<file path="config.mk">
export PLATFORM = sky130hd
export DESIGN_NAME = cluster_bbox_unit_flat
export DESIGN_NICKNAME = d
export VERILOG_FILES = /design/src/rtl/dbscan_pkg.sv /design/src/rtl/cluster_bbox_unit_if.sv /design/src/rtl/bbox_accum.sv /design/src/rtl/cluster_bbox_unit.sv /design/src/flat_wrapper.sv
export SDC_FILE = /design/constraint.sdc
export NUM_CORES = 1
export LEC_CHECK = 0
export BUFFER_PORTS_ARGS = -buffer_cell sky130_fd_sc_hd__buf_2
export CELL_PAD_IN_SITES_DETAIL_PLACEMENT = 1
export CELL_PAD_IN_SITES_GLOBAL_PLACEMENT = 1
export CORE_MARGIN = 5
export CORE_UTILIZATION = 50
export DETAILED_ROUTE_END_ITERATION = 8
export GPL_ROUTABILITY_DRIVEN = 0
export PLACE_DENSITY = 0.88
export SYNTH_ARGS = -nofsm -noshare
export SYNTH_HDL_FRONTEND = slang
export SYNTH_SLANG_ARGS = --single-unit
export TNS_END_PERCENT = 100
</file>
<file path="constraint.sdc">
create_clock -name clk -period 3.1 [get_ports clk]
set_clock_uncertainty 0.1 [all_clocks]
set_input_delay 0.155 -clock clk [delete_from_list [all_inputs] [get_ports clk]]
set_output_delay 0.155 -clock clk [all_outputs]
set_load 0.01 [all_outputs]
</file>
<file path="src/rtl/dbscan_pkg.sv">
// Shared definitions for the DBSCAN post-processing blocks: sizes, FSM states
// and the per-cluster bounding-box record.
package dbscan_pkg;

    localparam int N_POINTS     = 9;
    localparam int ADDR_W       = 4;
    localparam int COORD_W      = 8;
    localparam int LABEL_W      = 4;
    localparam int MAX_CLUSTERS = 8;
    localparam int CNT_W        = 4;
    localparam int NOISE_LABEL  = 0;
    localparam int IDX_W        = $clog2(MAX_CLUSTERS);

    typedef enum logic [2:0] {
        IDLE,
        SCAN,
        DRAIN,
        EMIT,
        FIN
    } state_e;

    typedef struct packed {
        logic [CNT_W-1:0]   count;
        logic [COORD_W-1:0] xmin;
        logic [COORD_W-1:0] xmax;
        logic [COORD_W-1:0] ymin;
        logic [COORD_W-1:0] ymax;
        logic [COORD_W-1:0] zmin;
        logic [COORD_W-1:0] zmax;
    } bbox_t;

    // Empty entry: mins start at all-ones so the first point always replaces them
    function automatic bbox_t bbox_empty();
        bbox_t b;
        b.count = '0;
        b.xmin  = '1;
        b.xmax  = '0;
        b.ymin  = '1;
        b.ymax  = '0;
        b.zmin  = '1;
        b.zmax  = '0;
        return b;
    endfunction

endpackage

</file>
<file path="src/rtl/cluster_bbox_unit_if.sv">
// Point-memory read port plus the outgoing cluster-record stream.
interface cluster_bbox_unit_if;
    import dbscan_pkg::*;

    logic               rd_en;
    logic [ADDR_W-1:0]  rd_addr;
    logic [COORD_W-1:0] rd_x;
    logic [COORD_W-1:0] rd_y;
    logic [COORD_W-1:0] rd_z;
    logic [LABEL_W-1:0] rd_label;

    logic               out_valid;
    logic               out_ready;
    logic [LABEL_W-1:0] out_label;
    logic [CNT_W-1:0]   out_count;
    logic [COORD_W-1:0] out_xmin;
    logic [COORD_W-1:0] out_xmax;
    logic [COORD_W-1:0] out_ymin;
    logic [COORD_W-1:0] out_ymax;
    logic [COORD_W-1:0] out_zmin;
    logic [COORD_W-1:0] out_zmax;

    modport master (
        output rd_en, rd_addr, out_valid, out_label, out_count,
               out_xmin, out_xmax, out_ymin, out_ymax, out_zmin, out_zmax,
        input  rd_x, rd_y, rd_z, rd_label, out_ready
    );

    modport slave (
        input  rd_en, rd_addr, out_valid, out_label, out_count,
               out_xmin, out_xmax, out_ymin, out_ymax, out_zmin, out_zmax,
        output rd_x, rd_y, rd_z, rd_label, out_ready
    );

endinterface

</file>
<file path="src/rtl/bbox_accum.sv">
// One cluster table entry: point count and per-axis min/max, updated in a
// single cycle whenever a point carrying this entry's label arrives.
module bbox_accum
    import dbscan_pkg::*;
(
    input  logic               clk,
    input  logic               rst,
    input  logic               clr,
    input  logic               we,
    input  logic [COORD_W-1:0] x,
    input  logic [COORD_W-1:0] y,
    input  logic [COORD_W-1:0] z,
    output bbox_t              entry
);

    bbox_t entry_q;
    bbox_t entry_d;

    // Next entry value: clear on a new scan, otherwise fold in the incoming point
    always_comb begin
        entry_d = entry_q;
        if (clr) begin
            entry_d = bbox_empty();
        end else if (we) begin
            entry_d.count = entry_q.count + CNT_W'(1);
            if (x < entry_q.xmin) entry_d.xmin = x;
            if (x > entry_q.xmax) entry_d.xmax = x;
            if (y < entry_q.ymin) entry_d.ymin = y;
            if (y > entry_q.ymax) entry_d.ymax = y;
            if (z < entry_q.zmin) entry_d.zmin = z;
            if (z > entry_q.zmax) entry_d.zmax = z;
        end
    end

    // Entry register, returned to the empty state by reset
    always_ff @(posedge clk or negedge rst) begin
        if (!rst) entry_q <= bbox_empty();
        else      entry_q <= entry_d;
    end

    assign entry = entry_q;

endmodule

</file>
<file path="src/rtl/cluster_bbox_unit.sv">
// Scans point memory after clustering, builds a bounding box and count per
// cluster label, counts noise points, then streams one record per non-empty
// cluster in ascending label order.
module cluster_bbox_unit
    import dbscan_pkg::*;
(
    input  logic                 clk,
    input  logic                 rst,
    input  logic                 start,
    cluster_bbox_unit_if.master  bus,
    output logic                 busy,
    output logic                 done,
    output logic [CNT_W-1:0]     noise_count
);

    state_e             state_q, state_d;
    logic [ADDR_W-1:0]  addr_q, addr_d;
    logic [IDX_W-1:0]   eidx_q, eidx_d;
    logic [CNT_W-1:0]   noise_q, noise_d;
    logic               pend_q, pend_d;

    bbox_t              table_w [MAX_CLUSTERS];
    bbox_t              cur;
    logic [MAX_CLUSTERS-1:0] we;
    logic               clr;
    logic               is_noise;
    logic               emit_adv;
    logic               emit_last;

    // Decode the returning read datum and the entry currently being emitted
    always_comb begin
        clr       = (state_q == IDLE) && start;
        cur       = table_w[eidx_q];
        for (int i = 0; i < MAX_CLUSTERS; i++) begin
            we[i] = pend_q && (bus.rd_label == LABEL_W'(i + 1));
        end
        is_noise  = pend_q && ((bus.rd_label == LABEL_W'(NOISE_LABEL)) ||
                               (bus.rd_label > LABEL_W'(MAX_CLUSTERS)));
        emit_adv  = (state_q == EMIT) && ((cur.count == '0) || bus.out_ready);
        emit_last = (eidx_q == IDX_W'(MAX_CLUSTERS - 1));
    end

    genvar g;
    generate
        for (g = 0; g < MAX_CLUSTERS; g++) begin : g_entry
            bbox_accum u_entry (
                .clk   (clk),
                .rst   (rst),
                .clr   (clr),
                .we    (we[g]),
                .x     (bus.rd_x),
                .y     (bus.rd_y),
                .z     (bus.rd_z),
                .entry (table_w[g])
            );
        end
    endgenerate

    // FSM state register
    always_ff @(posedge clk or negedge rst) begin
        if (!rst) state_q <= IDLE;
        else      state_q <= state_d;
    end

    // FSM next-state logic
    always_comb begin
        state_d = state_q;
        case (state_q)
            IDLE:    if (start) state_d = SCAN;
            SCAN:    if (addr_q == ADDR_W'(N_POINTS - 1)) state_d = DRAIN;
            DRAIN:   state_d = EMIT;
            EMIT:    if (emit_adv && emit_last) state_d = FIN;
            FIN:     state_d = IDLE;
            default: state_d = IDLE;
        endcase
    end

    // Datapath next values: read address, emit index, noise counter, read-pending flag
    always_comb begin
        addr_d  = addr_q;
        eidx_d  = eidx_q;
        noise_d = noise_q;
        pend_d  = (state_q == SCAN);
        if (clr) begin
            addr_d  = '0;
            eidx_d  = '0;
            noise_d = '0;
        end else begin
            if (state_q == SCAN) addr_d = addr_q + ADDR_W'(1);
            if (is_noise) noise_d = noise_q + CNT_W'(1);
            if (emit_adv && !emit_last) eidx_d = eidx_q + IDX_W'(1);
        end
    end

    // Datapath registers
    always_ff @(posedge clk or negedge rst) begin
        if (!rst) begin
            addr_q  <= '0;
            eidx_q  <= '0;
            noise_q <= '0;
            pend_q  <= 1'b0;
        end else begin
            addr_q  <= addr_d;
            eidx_q  <= eidx_d;
            noise_q <= noise_d;
            pend_q  <= pend_d;
        end
    end

    // FSM outputs: read strobe, record stream and status
    always_comb begin
        bus.rd_en     = 1'b0;
        bus.rd_addr   = '0;
        bus.out_valid = 1'b0;
        bus.out_label = '0;
        bus.out_count = '0;
        bus.out_xmin  = '0;
        bus.out_xmax  = '0;
        bus.out_ymin  = '0;
        bus.out_ymax  = '0;
        bus.out_zmin  = '0;
        bus.out_zmax  = '0;
        busy          = (state_q == SCAN) || (state_q == DRAIN) || (state_q == EMIT);
        done          = (state_q == FIN);
        noise_count   = noise_q;
        if (state_q == SCAN) begin
            bus.rd_en   = 1'b1;
            bus.rd_addr = addr_q;
        end
        if ((state_q == EMIT) && (cur.count != '0)) begin
            bus.out_valid = 1'b1;
            bus.out_label = LABEL_W'(eidx_q) + LABEL_W'(1);
            bus.out_count = cur.count;
            bus.out_xmin  = cur.xmin;
            bus.out_xmax  = cur.xmax;
            bus.out_ymin  = cur.ymin;
            bus.out_ymax  = cur.ymax;
            bus.out_zmin  = cur.zmin;
            bus.out_zmax  = cur.zmax;
        end
    end

endmodule

</file>
<file path="src/flat_wrapper.sv">
// flat-port wrapper written by rule: the top's interface ports become plain ports
module cluster_bbox_unit_flat import dbscan_pkg::*;
  (clk, rst, start, busy, done, noise_count, bus_rd_en, bus_rd_addr, bus_out_valid, bus_out_label, bus_out_count, bus_out_xmin, bus_out_xmax, bus_out_ymin, bus_out_ymax, bus_out_zmin, bus_out_zmax, bus_rd_x, bus_rd_y, bus_rd_z, bus_rd_label, bus_out_ready);
  cluster_bbox_unit_if bus_i ();
  input  logic clk;
  input  logic rst;
  input  logic start;
  output logic busy;
  output logic done;
  output logic [CNT_W-1:0] noise_count;
  output wire logic [$bits(bus_i.rd_en)-1:0] bus_rd_en;
  output wire logic [$bits(bus_i.rd_addr)-1:0] bus_rd_addr;
  output wire logic [$bits(bus_i.out_valid)-1:0] bus_out_valid;
  output wire logic [$bits(bus_i.out_label)-1:0] bus_out_label;
  output wire logic [$bits(bus_i.out_count)-1:0] bus_out_count;
  output wire logic [$bits(bus_i.out_xmin)-1:0] bus_out_xmin;
  output wire logic [$bits(bus_i.out_xmax)-1:0] bus_out_xmax;
  output wire logic [$bits(bus_i.out_ymin)-1:0] bus_out_ymin;
  output wire logic [$bits(bus_i.out_ymax)-1:0] bus_out_ymax;
  output wire logic [$bits(bus_i.out_zmin)-1:0] bus_out_zmin;
  output wire logic [$bits(bus_i.out_zmax)-1:0] bus_out_zmax;
  input wire logic [$bits(bus_i.rd_x)-1:0] bus_rd_x;
  input wire logic [$bits(bus_i.rd_y)-1:0] bus_rd_y;
  input wire logic [$bits(bus_i.rd_z)-1:0] bus_rd_z;
  input wire logic [$bits(bus_i.rd_label)-1:0] bus_rd_label;
  input wire logic [$bits(bus_i.out_ready)-1:0] bus_out_ready;
  assign bus_rd_en = bus_i.rd_en;
  assign bus_rd_addr = bus_i.rd_addr;
  assign bus_out_valid = bus_i.out_valid;
  assign bus_out_label = bus_i.out_label;
  assign bus_out_count = bus_i.out_count;
  assign bus_out_xmin = bus_i.out_xmin;
  assign bus_out_xmax = bus_i.out_xmax;
  assign bus_out_ymin = bus_i.out_ymin;
  assign bus_out_ymax = bus_i.out_ymax;
  assign bus_out_zmin = bus_i.out_zmin;
  assign bus_out_zmax = bus_i.out_zmax;
  assign bus_i.rd_x = bus_rd_x;
  assign bus_i.rd_y = bus_rd_y;
  assign bus_i.rd_z = bus_rd_z;
  assign bus_i.rd_label = bus_rd_label;
  assign bus_i.out_ready = bus_out_ready;
  cluster_bbox_unit u_core (.clk(clk), .rst(rst), .start(start), .bus(bus_i), .busy(busy), .done(done), .noise_count(noise_count));
endmodule
</file>
==> results of run 1 <==
-- cell type report --
cell class	count	share of cell area
diodes	2	0.000141
clock buffers	79	0.0462
repair buffers	217	0.0520
multi-input cells	2182	0.518
inverters	348	0.0369
flip-flops and latches	431	0.312
well taps	837	0.0296
clock inverters	18	0.00565
-- placed cells by master, fill, tap and decap left out, types with 7 or more instances in the layout --
master,count
buf_6,16
and2_1,7
clkinv_2,9
dfstp_2,192
a41oi_1,39
nor2_2,18
dlygate4sd3_1,22
a21o_1,30
nand4_1,12
o31ai_4,16
nor2_1,283
a211oi_1,20
nor2b_1,61
nand3_1,45
o211ai_1,47
a21boi_0,16
inv_1,345
buf_4,68
mux2i_1,416
nor2_4,13
dfrtp_1,236
xor2_1,18
o21ai_0,58
clkbuf_8,15
mux4_2,100
o21ai_2,22
ha_1,373
clkbuf_16,58
nand2_1,332
buf_2,87
xnor2_1,12
and3_1,59
a21oi_1,108
clkbuf_1,8
buf_12,18
-- how the worst max path moves through the flow --
| stage | start | endpoint | slack [ns] | cells past startpoint |
|---|---|---|---|---|
| 4_1_cts | u_core.eidx_q[0] | bus_out_zmin[2] | 0.002 | 6 |
| 3_5_place_dp | u_core.eidx_q[2] | bus_out_xmin[0] | 0.28 | 8 |
| 5_1_grt | u_core.eidx_q[2] | bus_out_ymin[2] | -0.23 | 9 |
| 6_report | u_core.eidx_q[2] | bus_out_ymin[2] | -0.20 | 9 |
| 2_1_floorplan | u_core.g_entry[0].u_entry.entry[46] | u_core.g_entry[0].u_entry.entry[46] | 0.91 | 8 |
| 3_3_place_gp | u_core.eidx_q[2] | bus_out_ymax[7] | 0.44 | 8 |
-- logic make-up after synthesis --
family,Yosys count,share of synthesized area
AOI/OAI and AO/OA,388,0.0932
xor gates and xnor gates,30,0.00847
adders and majority gates,373,0.150
buffers and inverters,477,0.0611
DFF,431,0.355
muxes,524,0.209
and+or+nand+nor,867,0.122
-- sequential cells by signal, summed over array words and instances, names as in the netlist --
name / count
u_core.g_entry.u_entry.entry: 416
u_core.addr_q: 4
u_core.noise_count: 4
u_core.eidx_q: 3
u_core.state_q: 3
u_core.pend_q: 1
-- timing repair --
item                       in CTS  in global routing
setup buffers                   4                  7
setup endpoints to repair      53                 53
hold endpoints to repair      284                  0
hold buffers                   22                  0
pin swaps                       0                 11
cloned                          0                  3
gates resized for setup         5                 78
-- layer usage --
layer  up-vias  wire length [um]  global-route usage
li1      11000                 -                   -
met1     14100             45400               0.413
met2      2299             60800               0.600
met3       956             13000              0.0872
met4         6             12500               0.268
met5         -                45                   0
-- worst max-delay path, stage by stage (launching register included) --
cell and delay, ns:
dfrtp_4 0.54, buf_6 0.17, mux2i_1 0.30, nand3b_1 0.18
a21oi_2 0.17, o22a_2 0.20, or2_4 0.36, clkbuf_16 0.27
nor2_1 0.06, buf_2 0.15
-- power groups by stage --
stage / Combinational (mW) / Sequential, mW / Clock, mW
after floorplan: 10.6 / 10.1 / 0
after global placement: 13.5 / 10.9 / 0
after detailed placement: 15.0 / 11.2 / 0
after CTS: 16.2 / 11.3 / 6.74
after global routing: 19.4 / 11.8 / 7.08
final: 18.3 / 11.8 / 6.87
==> reports/results.txt, run 1 <==
RSZ-0062 raised after global routing - true
syn nets - 3,495
ANT nets after route - 0
Die X - 259 um
clock buffer depth - 3
Clk pwr share - 0.186
fin cells - 4,114
Critical Path Start Type - flop
R2R Path End - u_core.g_entry[7].u_entry.entry[45]
failing checks - setup timing
Remaining DRCs - 0
Root Driver - clkbuf_16
largest net degree at the start of global routing - 107
Die H - 259 um
Psw - 16.8 mW
Tcrit/Tclk final - 1.06
clk sink count - 431
Arr. time, crit path - 3.04 ns
critical path fanouts, max - 6
fill count - 6,534
first-pass GRT wire length - 191,000 um
core area - 61,600 sq um
Crit Path Class - flop to output pin
# nets final - 3,637
WP data required - 2.84 ns
Lkg Pwr - 19.4 nW
Ports - 100
end of the worst hold path - u_core.g_entry[3].u_entry.entry[19]
worst slew pin tran - 1.08 ns
CTS tree - built
initial antenna violation count - 5
outcome - finished with violations
asr flop ratio synth - 1.00
clock transition at the registers of the reported paths - 0.07 ns
worst relative slew slack - 0.273
Flop pwr share - 0.319
Synth area leaders - dfrtp_1 19%, dfstp_2 16%, ha_1 15%
per-cell routed wire length - 32.0 um
Pwr Density - 1040 nW/um^2
internal power - 20.2 mW
Register Area - 11,000 sq um
Setup TNS - -8.18 ns
Initial Utilization - 0.504
Slew Limit Fails - 0
hold path start - bus_rd_y[3]
Tmin final - 3.30 ns
worst vdd ir - 0.608 mV
syn_area_per_cell - 10.0 sq um
global route overflow - 0
endpoints failing hold - 0
# rows - 91
CTS H-Tree Depth - 2
DP Wirelength - 70,100 um
IO Port Bufs - 99
Setup WS pre-CTS - 0.285 ns
initial drt markers - 3,622
setup ws final - -0.199 ns
CP Capture Type - output pin
Final setup violation count - 61
MaxCap Viol Count - 0
ys flop type - dfrtp_1
Final Power - 37.0 mW
share of cells above drive strength 1 - 0.209
Synth top area share - 0.193
clock latency on the worst-skew pair - 0.65 ns
most common cell in the netlist - mux2i_1
fin area - 35,400 sq um
DR vias/cell - 6.90
dpl cells - 3,979
R2R Setup Slk - -0.17 ns
synth unique cells - 60
Seq/Total Area, Yosys - 0.355
Max Clk Rate - 0.303 GHz
area of the multi-input gates - 18,400 sq um
R2R Path Start - u_core.g_entry[7].u_entry.entry[42]
Post-synth EDFFs - 0
Gate power share - 0.495
switch share - 0.455
synth warn - 0
DRT Pass-1 Iters - 6
vias in the first global route - 31,100
Total Wirelength - 132,000 um
largest area contributor in the netlist - dfrtp_1
R2R cell count - 8
Global Route Usage Sum - 0.364
number of synthesized register bits - 431
Synth Instances - 3,090
synthesis-to-finish area growth - 14.1%
Mapped Area - 31,000 sq um
fin util - 0.575
vias after detailed routing - 28,400
hold depth - 3
placed cell area - 32,900 sq um
final hold slack - 0.0179 ns
die footprint - 67,200 sq um
synth cell count leaders - 424 x mux2i_1, 373 x ha_1, 345 x inv_1, 333 x nand2_1, 309 x nor2_1
CTS Buf Count - 52
Hold Path Class - input pin to flop
(Power assumes the default switching activity.)
==> run 2: changes to the inputs <==
--- a/config.mk
+++ b/config.mk
@@ -12,8 +12,10 @@
 export CORE_UTILIZATION = 50
 export DETAILED_ROUTE_END_ITERATION = 8
 export GPL_ROUTABILITY_DRIVEN = 0
-export PLACE_DENSITY = 0.88
+export PLACE_DENSITY = 0.89
+export SLEW_MARGIN = 25
 export SYNTH_ARGS = -nofsm -noshare
 export SYNTH_HDL_FRONTEND = slang
+export SYNTH_HIERARCHICAL = 1
 export SYNTH_SLANG_ARGS = --single-unit
 export TNS_END_PERCENT = 100
==> run 2 against run 1 <==
- the run still ends with setup timing left
- combinational power about the same
- clock power increased by 2%
- wire length fell by 7.3%
- critical path depth decreased by 1
- global-route usage shrank 3.1 points
- setup slack better by 0.12 ns
- clock-buffer cell count is 16 lower
- fmax grew 3.9%
- sequential cell count stayed put
- power is 0.26% higher
- core utilization down 0.36 points
- largest cell class unchanged
==> reports/results.txt, run 2 <==
Lkg Pwr - 16.7 nW (was 19.4 nW)
Crit Path Class - flop to output pin (unchanged)
most common cell in the netlist - inv_1 (was mux2i_1)
Pwr Density - 1010 nW/um^2 (was 1040 nW/um^2)
dpl cells - 4,233 (was 3,979)
Max Clk Rate - 0.315 GHz (was 0.303 GHz)
MaxCap Viol Count - 0 (unchanged)
Post-synth EDFFs - 0 (unchanged)
critical path fanouts, max - 16 (was 6)
end of the worst hold path - u_core/g_entry[3].u_entry/entry[16] (was u_core.g_entry[3].u_entry.entry[19])
core area - 64,300 sq um (was 61,600 sq um)
Total Wirelength - 122,000 um (was 132,000 um)
number of synthesized register bits - 431 (unchanged)
ANT nets after route - 0 (unchanged)
R2R Path Start - u_core/state_q[2] (was u_core.g_entry[7].u_entry.entry[42])
crit-path max cell delay - 0.56 ns (was 0.54 ns)
syn_area_per_cell - 9.73 sq um (was 10.0 sq um)
fin cells - 4,365 (was 4,114)
synth cell count leaders - 403 x inv_1, 397 x nand2_1, 378 x nor2_1, 377 x mux2i_1, 373 x ha_1 (was 424 x mux2i_1, 373 x ha_1, 345 x inv_1, 333 x nand2_1, 309 x nor2_1)
CP Capture Type - output pin (unchanged)
first-pass GRT wire length - 186,000 um (was 191,000 um)
largest net degree at the start of global routing - 155 (was 107)
max reg flops - 416 (unchanged)
syn nets - 3,733 (was 3,495)
die footprint - 69,900 sq um (was 67,200 sq um)
share of cells above drive strength 1 - 0.199 (was 0.209)
Arr. time, crit path - 2.92 ns (was 3.04 ns)
WP data required - 2.84 ns (about the same)
CTS Buf Count - 50 (was 52)
Ports - 100 (unchanged)
CTS H-Tree Depth - 2 (unchanged)
endpoints failing hold - 0 (unchanged)
DR vias/cell - 6.58 (was 6.90)
R2R Setup Slk - 0.12 ns (was -0.17 ns)
clock buffer depth - 3 (unchanged)
Synth Instances - 3,328 (was 3,090)
vias in the first global route - 31,500 (was 31,100)
R2R Path End - u_core/g_entry[7].u_entry/entry[23] (was u_core.g_entry[7].u_entry.entry[45])
hold path start - bus_rd_y[0] (was bus_rd_y[3])
most common library cell in the layout ignoring fill and taps - nand2_1 (was mux2i_1)
most frequent CP cell - buf_12
# rows - 93 (was 91)
Critical Path Start Type - flop (unchanged)
global route overflow - 0 (unchanged)
worst slew pin tran - 1.05 ns (was 1.08 ns)
largest area contributor in the netlist - dfrtp_1 (unchanged)
Tmin final - 3.17 ns (was 3.30 ns)
Hold Path Class - input pin to flop (unchanged)
Initial Utilization - 0.503 (was 0.504)
initial antenna violation count - 5 (unchanged)
IO Port Bufs - 99 (unchanged)
Setup WS pre-CTS - 0.222 ns (was 0.285 ns)
asr flop ratio synth - 1.00 (unchanged)
Die H - 264 um (was 259 um)
synthesis-to-finish area growth - 13.6% (was 14.1%)
clk sink count - 431 (unchanged)
RSZ-0062 raised after global routing - true (unchanged)
slowest CP cell - mux4_2 (was dfrtp_4)
Slew Limit Fails - 0 (unchanged)
Remaining DRCs - 0 (unchanged)
# nets final - 3,868 (was 3,637)
Tcrit/Tclk final - 1.02 (was 1.06)
outcome - finished with violations (unchanged)
worst vdd ir - 0.825 mV (was 0.608 mV)
CP delay by family, top - multiplexers (was simple AND/OR/NAND/NOR gates)
Buf+Inv Stages, Crit Path - 4 (was 3)
Global Route Usage Sum - 0.333 (was 0.364)
commonest non-fill, non-tap cells in the layout - 397 x nand2_1, 395 x inv_1, 373 x ha_1 (was 416 x mux2i_1, 373 x ha_1, 345 x inv_1)
DP Wirelength - 73,900 um (was 70,100 um)
initial drt markers - 2,542 (was 3,622)
Die X - 264 um (was 259 um)
vias after detailed routing - 28,700 (was 28,400)
crit-path cells - buf_12 > mux4_2 > mux2i_4 > a41o_4 > buf_12 > buf_12 > nor2_1 > buf_2 (was buf_6 > mux2i_1 > nand3b_1 > a21oi_2 > o22a_2 > or2_4 > clkbuf_16 > nor2_1 > buf_2)
failing checks - setup timing (unchanged)
clock latency on the worst-skew pair - 0.62 ns (was 0.65 ns)
Final setup violation count - 30 (was 61)
fin util - 0.572 (was 0.575)
synth unique cells - 53 (was 60)
CTS tree - built (unchanged)
DRT Pass-1 Iters - 5 (was 6)
R2R cell count - 5 (was 8)
Synth top area share - 0.185 (was 0.193)
hold depth - 3 (unchanged)
Synth area leaders - dfrtp_1 18%, dfstp_2 16%, ha_1 14% (was dfrtp_1 19%, dfstp_2 16%, ha_1 15%)
synth warn - 6 (was 0)
Root Driver - clkbuf_16 (unchanged)
Mapped Area - 32,400 sq um (was 31,000 sq um)
clock transition at the registers of the reported paths - 0.07 ns (about the same)
ys flop type - dfrtp_1 (unchanged)
setup ws final - -0.0748 ns (was -0.199 ns)
per-cell routed wire length - 28.0 um (was 32.0 um)
worst relative slew slack - 0.298 (was 0.273)
Seq/Total Area, Yosys - 0.341 (was 0.355)
run 2: worst max-delay path by stage:
stage | startpoint | end | cells past startpoint
after floorplan | u_core/state_q[1] | u_core/g_entry[0].u_entry/entry[34] | 9
after global placement | u_core/eidx_q[0] | bus_out_zmax[2] | 5
after detailed placement | u_core/eidx_q[0] | bus_out_zmax[0] | 5
after CTS | u_core/eidx_q[1] | bus_out_xmax[2] | 5
after global routing | u_core/eidx_q[0] | bus_out_zmin[3] | 8
final | u_core/eidx_q[0] | bus_out_zmin[3] | 8
run 2: per-stage QoR:
step,total power [mW],area (sq um),hold slack [ns],setup TNS [ns]
finish,37.1,36800,0.0109,-1.10
global route,38.8,36800,0.0389,-1.87
CTS,35.8,36600,0.00272,0
detailed placement,27.5,34300,0.0626,0
global placement,26.0,34300,0.0604,0
floorplan,21.5,32400,-0.241,0
run 2: routing by layer:
metal	GRT usage	vias up	wire, um	part of all wire
met3	0.0575	554	8540	0.070
met1	0.391	14600	45800	0.38
met2	0.568	1570	59300	0.49
met5	0	-	0	0
met4	0.208	0	8480	0.069
li1	-	12000	-	-
run 2: what timing repair did:
item	in CTS	in global routing
hold endpoints to repair	414	0
gates cloned	1	1
pin swaps	1	4
setup buffers	9	6
endpoints found under the setup margin	45	43
gates resized for setup	11	25
hold buffers	16	0
run 2: logic make-up after synthesis:
group,share of synthesized area
and+or+nand+nor,0.133
AOI/OAI and AO/OA,0.120
xor gates and xnor gates,0.00812
adders and majority gates,0.144
DFF,0.341
buffers and inverters,0.0638
muxes,0.191
run 2: cell type report:
type / instances / area [sq um]
fillers: 7008 / 27600
multi-input cells: 2360 / 19400
flip-flops and latches: 431 / 11000
repair buffers: 216 / 1810
inverters: 404 / 1520
clock buffers: 63 / 1400
well taps: 855 / 1070
clock inverters: 30 / 494
diodes: 6 / 15.0
run 2: worst register-to-register path: stages, from the launching register on:
cell and delay (ns):
dfrtp_1 0.46, nor4b_2 0.61, buf_12 0.30, clkinv_2 0.82, nand2_1 0.39, mux2i_1 0.14
run 2: power breakdown:
group / internal, mW / switching (mW) / total (mW)
clock: 4.29 / 2.74 / 7.03
sequential: 8.86 / 2.80 / 11.7
combinational: 7.74 / 10.6 / 18.4
